==> config.mk <==
export PLATFORM = sky130hd
export DESIGN_NAME = store_buffer
export DESIGN_NICKNAME = d
export VERILOG_FILES = /design/src/rtl/store_buffer_pkg.sv /design/src/rtl/sb_byte_mask.sv /design/src/rtl/store_buffer.sv
export SDC_FILE = /design/constraint.sdc
export NUM_CORES = 1
export LEC_CHECK = 0
export ABC_AREA = 1
export ABC_CLOCK_PERIOD_IN_PS = 4950
export BUFFER_PORTS_ARGS = -buffer_cell sky130_fd_sc_hd__buf_2
export CAP_MARGIN = 20
export CORE_MARGIN = 4
export CORE_UTILIZATION = 48
export CTS_CLUSTER_SIZE = 24
export DETAILED_ROUTE_END_ITERATION = 8
export GPL_ROUTABILITY_DRIVEN = 1
export HOLD_SLACK_MARGIN = 0.12
export PLACE_DENSITY = 0.7
export SYNTH_ARGS = -nofsm -noshare
export SYNTH_HDL_FRONTEND = slang
export SYNTH_SLANG_ARGS = --single-unit
==> constraint.sdc <==
create_clock -name clk -period 4.95 [get_ports clk]
set_clock_uncertainty 0.15 [all_clocks]
set_input_delay 0.99 -clock clk [delete_from_list [all_inputs] [get_ports clk]]
set_output_delay 0.99 -clock clk [all_outputs]
set_load 0.01 [all_outputs]
==> src/rtl/store_buffer_pkg.sv <==
// Shared constants and types for the store buffer between the MEM stage and data_memory.
package store_buffer_pkg;

   localparam int SB_DEPTH    = 4;
   localparam int BYTE_MASK_W = 4;

   localparam logic [2:0] FUNCT3_SB  = 3'b000;
   localparam logic [2:0] FUNCT3_SH  = 3'b001;
   localparam logic [2:0] FUNCT3_SW  = 3'b010;
   localparam logic [2:0] FUNCT3_LB  = 3'b000;
   localparam logic [2:0] FUNCT3_LH  = 3'b001;
   localparam logic [2:0] FUNCT3_LW  = 3'b010;
   localparam logic [2:0] FUNCT3_LBU = 3'b100;
   localparam logic [2:0] FUNCT3_LHU = 3'b101;

   typedef enum logic [1:0] {
      PORT_IDLE  = 2'b00,
      PORT_LOAD  = 2'b01,
      PORT_DRAIN = 2'b10
   } port_sel_e;

   typedef struct packed {
      logic [31:0] addr;
      logic [31:0] data;
      logic [2:0]  funct3;
   } sb_entry_t;

endpackage

==> src/rtl/sb_byte_mask.sv <==
// Byte-lane footprint of a load or store within its 32-bit word.
module sb_byte_mask
   import store_buffer_pkg::*;
(
   input  logic [2:0]             funct3,
   input  logic [1:0]             addr_lo,
   output logic [BYTE_MASK_W-1:0] mask
);

   // Access size depends only on funct3[1:0]; the unsigned bit does not change the footprint
   always_comb begin
      mask = 4'b0000;
      case (funct3[1:0])
         2'b00:   mask = 4'b0001 << addr_lo;
         2'b01:   mask = 4'b0011 << {addr_lo[1], 1'b0};
         2'b10:   mask = 4'b1111;
         default: mask = 4'b1111;
      endcase
   end

endmodule

==> src/rtl/store_buffer.sv <==
// FIFO write buffer that drains stores to data_memory whenever a load does not own the port,
// stalling any load whose bytes overlap a queued store.
module store_buffer
   import store_buffer_pkg::*;
#(
   parameter int DEPTH = SB_DEPTH,
   parameter int PTR_W = $clog2(DEPTH)
)(
   input  logic        clk,
   input  logic        rst,
   input  logic        st_valid_i,
   input  logic [31:0] st_addr_i,
   input  logic [31:0] st_data_i,
   input  logic [2:0]  st_funct3_i,
   output logic        st_ready_o,
   input  logic        ld_en_i,
   input  logic [31:0] ld_addr_i,
   input  logic [2:0]  ld_funct3_i,
   output logic        ld_stall_o,
   output logic        mem_read_en_o,
   output logic        mem_write_en_o,
   output logic [31:0] mem_addr_o,
   output logic [31:0] mem_wdata_o,
   output logic [2:0]  mem_funct3_o,
   output logic        empty_o
);

   localparam logic [PTR_W:0]   FULL_CNT = (PTR_W + 1)'(DEPTH);
   localparam logic [PTR_W:0]   ZERO_CNT = (PTR_W + 1)'(0);
   localparam logic [PTR_W:0]   ONE_CNT  = (PTR_W + 1)'(1);
   localparam logic [PTR_W-1:0] ZERO_PTR = PTR_W'(0);
   localparam logic [PTR_W-1:0] ONE_PTR  = PTR_W'(1);

   sb_entry_t              entry_r [DEPTH];
   logic [PTR_W-1:0]       wr_ptr_r;
   logic [PTR_W-1:0]       rd_ptr_r;
   logic [PTR_W:0]         count_r;

   logic [BYTE_MASK_W-1:0] entry_mask_s [DEPTH];
   logic [DEPTH-1:0]       entry_valid_s;
   logic [DEPTH-1:0]       entry_hit_s;
   logic [BYTE_MASK_W-1:0] ld_mask_s;
   logic                   push_s;
   logic                   pop_s;
   port_sel_e              port_sel_s;
   sb_entry_t              head_s;

   sb_byte_mask u_ld_mask (
      .funct3  (ld_funct3_i),
      .addr_lo (ld_addr_i[1:0]),
      .mask    (ld_mask_s)
   );

   // An entry is live when its distance from the head is below the occupancy count
   genvar gi;
   generate
      for (gi = 0; gi < DEPTH; gi++) begin : g_entry
         logic [PTR_W-1:0] offset_s;

         sb_byte_mask u_entry_mask (
            .funct3  (entry_r[gi].funct3),
            .addr_lo (entry_r[gi].addr[1:0]),
            .mask    (entry_mask_s[gi])
         );

         assign offset_s           = PTR_W'(gi) - rd_ptr_r;
         assign entry_valid_s[gi]  = ({1'b0, offset_s} < count_r);
         assign entry_hit_s[gi]    = entry_valid_s[gi]
                                  && (entry_r[gi].addr[31:2] == ld_addr_i[31:2])
                                  && ((entry_mask_s[gi] & ld_mask_s) != 4'b0000);
      end
   endgenerate

   assign ld_stall_o = ld_en_i && (entry_hit_s != {DEPTH{1'b0}});
   assign st_ready_o = (count_r != FULL_CNT);
   assign empty_o    = (count_r == ZERO_CNT);
   assign head_s     = entry_r[rd_ptr_r];
   assign push_s     = st_valid_i && st_ready_o;
   assign pop_s      = (port_sel_s == PORT_DRAIN);

   // Port owner: an unstalled load wins, otherwise drain the head if anything is queued
   always_comb begin
      port_sel_s = PORT_IDLE;
      if (ld_en_i && !ld_stall_o) begin
         port_sel_s = PORT_LOAD;
      end else if (!empty_o) begin
         port_sel_s = PORT_DRAIN;
      end else begin
         port_sel_s = PORT_IDLE;
      end
   end

   // Drive data_memory from the selected owner; idle cycles present all zeros
   always_comb begin
      mem_read_en_o  = 1'b0;
      mem_write_en_o = 1'b0;
      mem_addr_o     = 32'h0000_0000;
      mem_wdata_o    = 32'h0000_0000;
      mem_funct3_o   = 3'b000;
      case (port_sel_s)
         PORT_LOAD: begin
            mem_read_en_o = 1'b1;
            mem_addr_o    = ld_addr_i;
            mem_funct3_o  = ld_funct3_i;
         end
         PORT_DRAIN: begin
            mem_write_en_o = 1'b1;
            mem_addr_o     = head_s.addr;
            mem_wdata_o    = head_s.data;
            mem_funct3_o   = head_s.funct3;
         end
         PORT_IDLE: begin
            mem_read_en_o  = 1'b0;
            mem_write_en_o = 1'b0;
         end
         default: begin
            mem_read_en_o  = 1'b0;
            mem_write_en_o = 1'b0;
         end
      endcase
   end

   // Pointer and occupancy bookkeeping; reset discards every queued store
   always_ff @(posedge clk or posedge rst) begin
      if (rst) begin
         wr_ptr_r <= ZERO_PTR;
         rd_ptr_r <= ZERO_PTR;
         count_r  <= ZERO_CNT;
      end else begin
         if (push_s) begin
            wr_ptr_r <= wr_ptr_r + ONE_PTR;
         end
         if (pop_s) begin
            rd_ptr_r <= rd_ptr_r + ONE_PTR;
         end
         case ({push_s, pop_s})
            2'b10:   count_r <= count_r + ONE_CNT;
            2'b01:   count_r <= count_r - ONE_CNT;
            default: count_r <= count_r;
         endcase
      end
   end

   // Entry payload needs no reset; liveness comes from the pointers and count
   always_ff @(posedge clk) begin
      if (push_s) begin
         entry_r[wr_ptr_r] <= {st_addr_i, st_data_i, st_funct3_i};
      end
   end

endmodule

; ---- After elaboration in Yosys (flattened, before gate mapping)
; Memory sizes are Yosys's and may differ from the RTL's.
; Index checks and enable logic that the tools add are counted.
[word_totals]
ff_bits = 7
latchBits = 0
ramBits = 268
romBits = 0
elab_cells = 83
n_memories = 1
[memory_table]
columns = memory, depth, width, read_ports, rd_ports_with_merged_regs, wr, line_no
row1 = entry_r, 4, 67, 5, 0, 1, store_buffer.sv:34  ; sb_entry_t entry_r [DEPTH];
[op_classes]
add_sub_neg = 8
multipliers = 0
n_div = 0
n_lt_le_gt_ge = 4
eq_ne = 14
n_shift = 10
n_mux = 15
n_bitwise = 4
n_reduce_logical = 24
[ops]
columns = operator, n
row1 = $eq A30 B30 Y1, 4
row2 = $pmux W32 S2, 1
row3 = $pmux W4 S2, 5
row4 = $mux W32, 1
row5 = $reduce_bool A4 Y1, 5
row6 = $shl A1 B2 Y4 const A, 5
row7 = $shl A2 B2 Y4 const A, 5
row8 = $and A4 B4 Y4, 4
row9 = $eq A2 B1 Y1 const B, 7
row10 = $lt A2 B3 Y1, 4
row11 = $pmux W3 S2, 2
row12 = $logic_and A1 B1 Y1, 11
row13 = $logic_not A2 Y1, 5
row14 = $add A2 B1 Y2 const B, 2
row15 = $eq A2 B2 Y1 const B, 2
row16 = $mux W1, 4
row17 = $mux W2, 2
row18 = $sub A1 B2 Y2 const A, 2
row19 = $sub A2 B2 Y2 const A, 2
row20 = $add A3 B1 Y3 const B, 1
row21 = $logic_not A3 Y1, 1
row22 = $ne A3 B3 Y1 const B, 1
row23 = $sub A3 B1 Y3 const B, 1
row24 = $reduce_bool A2 Y1, 1
row25 = $logic_not A1 Y1, 1

; ---- Logic depth before layout (Yosys ltp)
; Gate-level depths: netlist (run 1).
[depth]
depth_word = 13
depth_mapped = 24

; ---- By module
; Synthesis (run 1) repeated with hierarchy kept, for this count alone.
[unflattened]
cells_unflattened = 1248
area_unflattened_um2 = 13188.9
[modules_own_cells]
columns = module, instances, cells_each, area_per_inst_um2
row1 = store_buffer, 1, 1188, 12938.7
row2 = sb_byte_mask, 5, 12, 50.0

; ---- Least setup slack after synthesis (run 1)
; OpenSTA, ideal clock, no wires.
[synth_timing]
path_type = in2reg
start = input port st_valid_i
end = memory entry_r[0][0] (netlist name) (enable)
arrival_time_ps = 3973
setup_slack_ps = 335
cell_stages = 2
n_path_buf = 0
path_cell_list = nand2_1 > nor2_1
[synth_between]
elab_chain_len = 3
[synth_lines]
columns = item, line_no
row1 = start: declaration, store_buffer.sv:11  ; input logic st_valid_i,
row2 = $logic_and A1 B1 Y1, store_buffer.sv:78  ; assign push_s = st_valid_i && st_ready_o;
row3 = $mux W1, store_buffer.sv:146  ; if (push_s) begin
row4 = $mux W1 (implied by the code), store_buffer.sv:147  ; entry_r[wr_ptr_r] <= {st_addr_i, st_data_i, st_funct3_i};
row5 = end: declaration, store_buffer.sv:34
; Every way passes these cells.

; ---- Worst setup path after layout (run 1)
[layout_timing]
start = register rd_ptr_r[0]
end = output port mem_wdata_o[22]
[layout_between]
elab_chain_len = 11
elab_cells_between_ends = 24
[layout_lines]
columns = item, line_no
row1 = start: declaration, store_buffer.sv:36  ; logic [PTR_W-1:0] rd_ptr_r;
row2 = start signal: assignment, store_buffer.sv:134  ; rd_ptr_r <= rd_ptr_r + ONE_PTR;
row3 = $sub A1 B2 Y2 / $sub A2 B2 Y2 (equally long branches), store_buffer.sv:66  ; assign offset_s = PTR_W'(gi) - rd_ptr_r;
row4 = $lt A2 B3 Y1, store_buffer.sv:67  ; assign entry_valid_s[gi] = ({1'b0, offset_s} < count_r);
row5 = $logic_and A1 B1 Y1, store_buffer.sv:69  ; && (entry_r[gi].addr[31:2] == ld_addr_i[31:2])
row6 = $logic_and A1 B1 Y1, store_buffer.sv:70  ; && ((entry_mask_s[gi] & ld_mask_s) != 4'b0000);
row7 = $reduce_bool A4 Y1, store_buffer.sv:74  ; assign ld_stall_o = ld_en_i && (entry_hit_s != {DEPTH{1'b0}});
row8 = $logic_and A1 B1 Y1, store_buffer.sv:74
row9 = $logic_not A1 Y1, store_buffer.sv:84  ; if (ld_en_i && !ld_stall_o) begin
row10 = $logic_and A1 B1 Y1, store_buffer.sv:84
row11 = $mux W2, store_buffer.sv:84
row12 = $eq A2 B2 Y1, store_buffer.sv:100  ; case (port_sel_s)
row13 = $mux W32 (*), store_buffer.sv:100
row14 = end: declaration, store_buffer.sv:23  ; output logic [31:0] mem_wdata_o,
; Every way passes the cells marked *; elsewhere a longest branch is shown, timed or not.

==> flow_summary.ini, run 1 <==
[sta]
holdWs_ns = 0.248
worst_slack_ns = 0.229
setup_tns_ns = 0
period_minus_slack_ns = 4.72
relSlewSlack_pct = 29.4
finalMaxSlewViolations = 0
finalSetupViolations = 0
max_freq_ghz = 0.212
rsz0062_at_grt = false
hold_viol = 0
finalCritPeriodShare_pct = 95.4
tightest_slew_ns = 1.06

[global_route]
gr-usage-met2_pct = 36.3
busiest_layer = met2
grt_pass1_vias = 9233
grt_pass1_wl_mm = 48.8
grt_max_degree = 68
antenna_found_initial = 4
grt_overflow = 0
track_usage_pct = 21.3
grt_use_met3_pct = 4.32
grtUsageMet1_pct = 28.1

[synth]
synthTopCellsByArea = edfxtp_1 (63%), nand2_1 (9.3%), inv_1 (3.2%)
synth.top_cell.area_share_pct = 62.6
ys_top_cells_by_count = nand2_1 (318), edfxtp_1 (268), inv_1 (111)
synth_top_area_cell = edfxtp_1
async_reset_ff_share_pct = 2.55
synth_mux_area_share_pct = 0
synth-xor-area-share_pct = 3.95
ys_seq_elements = 275
yosysWarningCount = 0
postSynthAreaPerCell_um2 = 10.9
ys_seq_area_share_pct = 64.0
synth_edf_count = 268
synth_simple_gate_area_share_pct = 16.2
synth_flop_cell = edfxtp_1
netlist_area_um2 = 12800
syn_inst = 1182
synth_top_family_by_area = simple AND/OR/NAND/NOR gates
synth_compound_area_share_pct = 9.41
ys_types = 37
yosys.area_share.adder_pct = 1.03
synth.most_common_cell = nand2_1
synth_nets = 1298

[layout]
area_growth_syn_to_layout_pct = 16.6
final_cells = 1707
final_layout_size_suffix_gt1_share_pct = 17.7
fin_nets = 1467
fill_cells = 2203
design_area_um2 = 15000

[routing]
dr_total_vias = 9339
drc = 0
final_antenna_net_count = 0
first_pass_iters = 5
drt-total-wl_mm = 32.1
drt-vias-per-instance = 5.47
wl_per_cell_um = 18.8
first_iter_violations = 837

[floorplanning]
num_rows = 59
die_y_um = 172
start_util_pct = 49.0
coreArea_um2 = 26200
pin_count = 178
die_x_um = 172
die-area_um2 = 29400

[clock_tree]
cts_tree = done
cts_made_buffers = 29
cts.reportedPaths.clkPinSlew_ns = 0.06
clock_path_buffers = 3
post_cts_buffers = 0
cts_sinks = 275
htree_levels = 1
clock_latency_ns = 0.54
cts_root_buffer = clkbuf_16

[worst_setup_path]
endpoint_kind = output port
setup.worst_path.start_class = register
crit_path_frequent_cell = nor2_1
cp_max_fo = 20
crit_required_ns = 3.81
cpPeakStageDelay_ns = 0.50
setup.worst_path.class = reg2out
cp_data_arrival_time_ns = 3.58
crit_chain = nand2_1, inv_2, nor2_1, inv_1, ha_1, a21boi_1, o21ai_1, nand3_1, nor2_1, nand3_1, nand2_1, nor2_2, nand2_2, nand2_4, buf_4, nor2_1, buf_2
path_delay_family = simple AND/OR/NAND/NOR gates
cpMaxStageDelayCell = dfrtp_1
cp_num_buf_inv = 4

[placed_design]
dp_cells = 1655
place_ws_ns = 0.437
placed_area_um2 = 14100
gp_congestion = 0.851
port_buffers = 177
post-dp-hpwl_mm = 20.0

[power]
comb_power_share_pct = 33.8
pwr-share-clk_pct = 25.5
p_sw_w = 0.00281
p_leak_nw = 6.17
intPower_w = 0.00524
peakVddDrop_v = 0.000356
power_per_cell_area_nw_per_um2 = 537
seq_power_share_pct = 40.8
switching_share_pct = 34.9

[run]
cap_viol_max_count = 0

[hold_path]
hold_class = in2async

[run_status]
status = completed
[through the flow]
stage	total power [W]	util [%]
floorplan	0.00505	-
finish	0.00805	57.2
global route	0.00853	57.2
global placement	0.00601	53.7
detailed placement	0.00606	53.7
CTS	0.00812	57.1
[per-layer routing]
metal,wire (um),up-vias
met5,53,-
met4,590,8
met3,2500,55
met2,15300,364
met1,13600,4454
li1,-,4458
[final timing paths]
check                            start               to  slack (ns)  cells after the start
hold / removal                     rst      wr_ptr_r[1]        0.25                      2
setup / recovery           rd_ptr_r[0]  mem_wdata_o[22]        0.23                     17
setup reg to reg           rd_ptr_r[0]       count_r[2]        0.87                     22
hold reg to reg             count_r[1]       count_r[1]        0.38                      2
min in group clk            count_r[1]       count_r[1]        0.38                      2
max in group asynchronous          rst       count_r[0]        4.18                      2
[layout by cell type (no fill, tap or decap), types with 6 or more instances in the layout]
master,count
a22oi_1,47
o21ai_0,6
edfxtp_1,268
a21oi_1,8
xnor2_1,44
nand2_1,318
nor2_1,97
nand3_1,72
buf_2,177
clkinv_1,9
a221oi_1,33
o221ai_1,16
a22o_1,32
inv_1,110
buf_4,14
clkbuf_16,29
dfrtp_1,7
xor2_1,14
ha_1,9
nand4_1,6
clkbuf_1,8
nor2_4,7
[worst register-to-register path, delay by kind of cell (launching register included)]
| family | cells | cell delay, ns |
|---|---|---|
| buf+inv | 5 | 0.52 |
| compound gates | 4 | 0.56 |
| flops | 1 | 0.50 |
| xor+xnor | 1 | 0.15 |
| fa+ha+maj | 3 | 0.76 |
| simple gates | 9 | 1.33 |
[flip-flops by register name, indices dropped and copies added (netlist names)]
signal    cells
rd_ptr_r      2
count_r       3
wr_ptr_r      2
entry_r     268
[final cells by class]
| type | instances | area (um2) | share of cell area (%) |
|---|---|---|---|
| Antenna cell | 1 | 2.50 | 0.0167 |
| Clock buffer | 37 | 756 | 5.04 |
| Clock inverter | 14 | 141 | 0.944 |
| Inverter | 115 | 434 | 2.90 |
| Multi-Input combinational cell | 737 | 3980 | 26.6 |
| Sequential cell | 275 | 8220 | 54.9 |
| Tap cell | 335 | 419 | 2.80 |
| Timing Repair Buffer | 193 | 1020 | 6.82 |
[power by group through the flow]
stage / registers (W) / clock network, W / logic (W)
floorplan: 0.00330 / 0 / 0.00175
global placement: 0.00331 / 0 / 0.00270
detailed placement: 0.00333 / 0 / 0.00273
CTS: 0.00328 / 0.00209 / 0.00275
global route: 0.00332 / 0.00219 / 0.00301
finish: 0.00328 / 0.00205 / 0.00272
[cells by family (layout without fill, tap and decap cells)]
| kind of cell | Yosys count | in the layout |
|---|---|---|
| buffers and inverters | 170 | 359 |
| flip-flops | 275 | 275 |
| other | 0 | 1 |
| adder cells (fa/ha/maj) | 10 | 10 |
| AO/OA/AOI/OAI | 154 | 154 |
| AND/OR/NAND/NOR | 515 | 515 |
| XOR/XNOR | 58 | 58 |
[what timing repair did]
item / CTS / global route
endpoints found under the setup margin: 0 / 21
hold buffers: 0 / 0
gates resized for setup: 0 / 2
Power figures use the tool's default switching activity.
==> run 2, diff against run 1 <==
--- a/config.mk
+++ b/config.mk
@@ -5,10 +5,8 @@
 export SDC_FILE = /design/constraint.sdc
 export NUM_CORES = 1
 export LEC_CHECK = 0
-export ABC_AREA = 1
 export ABC_CLOCK_PERIOD_IN_PS = 4950
 export BUFFER_PORTS_ARGS = -buffer_cell sky130_fd_sc_hd__buf_2
-export CAP_MARGIN = 20
 export CORE_MARGIN = 4
 export CORE_UTILIZATION = 48
 export CTS_CLUSTER_SIZE = 24
@@ -19,3 +17,4 @@
 export SYNTH_ARGS = -nofsm -noshare
 export SYNTH_HDL_FRONTEND = slang
 export SYNTH_SLANG_ARGS = --single-unit
+export TNS_END_PERCENT = 5
==> run 2 against run 1 <==
Against the previous run:
- hold slack worse by 0.014 ns
- highest routed layer unchanged
- worst setup slack worse by 0.046 ns
- critical path type is now in2out
- total power is 1.7% lower
- area after synthesis is 0.80% lower
- flip-flop and latch count stayed put
- clock-buffer cell count is 6 higher
==> flow_summary.ini, run 2 <==
[routing]
drt-vias-per-instance = 5.46
dr_total_vias = 7183
drc = 0
drt-total-wl_mm = 30.2
final_antenna_net_count = 0
first_iter_violations = 533
wl_per_cell_um = 23.0
first_pass_iters = 5

[sta]
setup_tns_ns = 0
hold_viol = 0
finalCritPeriodShare_pct = 96.3
finalSetupViolations = 0
max_freq_ghz = 0.210
finalMaxSlewViolations = 0
rsz0062_at_grt = false
relSlewSlack_pct = 33.6
period_minus_slack_ns = 4.77
tightest_slew_ns = 0.996

[synth]
synth_flop_cell = edfxtp_1
ys_top_cells_by_count = edfxtp_1 (268), xor2_1 (105), mux4_2 (67)
synth_edf_count = 268
synthTopCellsByArea = edfxtp_1 (63%), mux4_2 (12%), xor2_1 (7.2%)
synth_nets = 907
synth.most_common_cell = edfxtp_1
postSynthAreaPerCell_um2 = 16.1
ys_seq_area_share_pct = 64.5
syn_inst = 791
ys_types = 39
netlist_area_um2 = 12700
synth.top_cell.area_share_pct = 63.1
synth_top_area_cell = edfxtp_1
async_reset_ff_share_pct = 2.55
yosysWarningCount = 0
ys_seq_elements = 275

[floorplanning]
num_rows = 59
pin_count = 178
die-area_um2 = 29200
coreArea_um2 = 26100
die_x_um = 171
die_y_um = 171
start_util_pct = 48.9

[layout]
area_growth_syn_to_layout_pct = 16.6
final_layout_size_suffix_gt1_share_pct = 31.8
fin_nets = 1075
top_regs = entry_r: 268 flops, count_r: 3 flops
final_cell_mix = edfxtp_1 (268), buf_2 (177), xor2_1 (105), mux4_2 (67), inv_1 (53)
fill_cells = 2088
largest_register_ffs = 268
design_area_um2 = 14900
final_common_cell = edfxtp_1
fin_util_pct = 57.0
regMostFlops = entry_r
final_cells = 1316

[worst_setup_path]
path_delay_family = simple AND/OR/NAND/NOR gates
reg2reg_from = entry_r[3][64]
rr_endpoint = count_r[2]
setup.worst_path.class = in2out
cpMaxStageDelayCell = or4_1
crit_path_frequent_cell = buf_2
cp_max_fo = 12
rrSetupSlack_ns = 1.12
cpPeakStageDelay_ns = 0.59
crit_chain = buf_2, xor2_1, nor4_1, nand4_1, or4_1, o22ai_2, nor3_2, buf_4, mux2i_1, buf_2
crit_required_ns = 3.81
cp_data_arrival_time_ns = 3.63
cp_num_buf_inv = 3
r2r_cells = 14
endpoint_kind = output port
setup.worst_path.start_class = input port

[run_status]
status = completed

[power]
peakVddDrop_v = 0.000344
p_leak_nw = 5.61
power_per_cell_area_nw_per_um2 = 533

[hold_path]
hold_class = in2async

[clock_tree]
htree_levels = 1
cts.reportedPaths.clkPinSlew_ns = 0.06
clock_latency_ns = 0.53
hold_buffers = 0
post_cts_resized = 0
cts_sinks = 275
cts_tree = done
post_cts_buffers = 0
clock_path_buffers = 3
cts_root_buffer = clkbuf_16
cts_made_buffers = 28

[run]
cap_viol_max_count = 0

[global_route]
grt_max_degree = 60
grt_overflow = 0
antenna_found_initial = 6
grt_pass1_vias = 7544
grt_pass1_wl_mm = 45.0
track_usage_pct = 20.5

[placed_design]
placed_area_um2 = 14000
gp_congestion = 0.854
port_buffers = 177
dp_cells = 1264
post-dp-hpwl_mm = 20.6
run 2: changes by cell type in the layout (fill, tap and decap cells not counted), sizes merged, moves of 36 or more:
cell | before | now
inv | 113 | 55
a22oi | 47 | 0
mux4 | 0 | 67
nand2 | 320 | 36
mux2i | 0 | 36
nand3 | 72 | 5
xor2 | 14 | 105
nor2 | 105 | 8
run 2: logic make-up after synthesis:
kind of cell	count (synthesis)	synth area share, %
buffers and inverters	113	3.66
flip-flops	275	64.5
AND/OR/NAND/NOR	129	5.41
multiplexers	103	14.7
adder cells (fa/ha/maj)	10	1.04
AO/OA/AOI/OAI	32	1.84
XOR/XNOR	129	8.87
run 2: worst register-to-register path: stages (launching register included):
cell and delay [ns]:
edfxtp_1 0.41, xor2_1 0.17, nor4_1 0.52, nand4_1 0.19, or4_1 0.60, o22ai_2 0.30
o31ai_4 0.12, buf_12 0.19, inv_2 0.09, ha_1 0.17, inv_1 0.06, fa_1 0.37
xor2_1 0.15, nor2_1 0.12, xnor2_1 0.13
run 2: per-stage QoR:
step / worst slack [ns] / power [W] / hold WS, ns
floorplan: 0.780 / 0.00510 / 0.338
global placement: 0.311 / 0.00601 / 0.380
detailed placement: 0.203 / 0.00604 / 0.410
CTS: 0.189 / 0.00802 / 0.226
global route: 0.0877 / 0.00836 / 0.245
finish: 0.183 / 0.00792 / 0.234
run 2: worst max path at each step:
stage | to | from | cells after the start
4_1_cts | mem_addr_o[0] | ld_addr_i[29] | 10
6_report | mem_addr_o[18] | ld_addr_i[10] | 10
3_5_place_dp | mem_addr_o[0] | ld_addr_i[29] | 10
2_1_floorplan | mem_addr_o[15] | ld_addr_i[20] | 10
5_1_grt | mem_addr_o[29] | ld_addr_i[29] | 10
3_3_place_gp | mem_addr_o[0] | ld_addr_i[29] | 10
run 2: power breakdown:
| part | internal (W) | leakage, nW | switching [W] |
|---|---|---|---|
| Clock | 0.00113 | 0.418 | 0.000830 |
| Combinational | 0.00118 | 2.66 | 0.00150 |
| Sequential | 0.00309 | 2.54 | 0.000185 |
run 2: area by class of cell:
type | instances | area [um2] | share of cell area (%)
Antenna cell | 1 | 2.50 | 0.0168
Clock buffer | 43 | 820 | 5.52
Clock inverter | 8 | 38.8 | 0.261
Inverter | 55 | 206 | 1.39
Multi-Input combinational cell | 403 | 4090 | 27.5
Sequential cell | 275 | 8230 | 55.4
Tap cell | 335 | 419 | 2.82
Timing Repair Buffer | 196 | 1050 | 7.09
run 2: metal layers:
| layer | vias up | routed length, um | track usage [%] |
|---|---|---|---|
| li1 | 3292 | - | - |
| met1 | 3577 | 13000 | 29.2 |
| met2 | 255 | 14200 | 32.7 |
| met3 | 49 | 2240 | 4.85 |
| met4 | 10 | 667 | 4.75 |
| met5 | - | 69 | 0 |
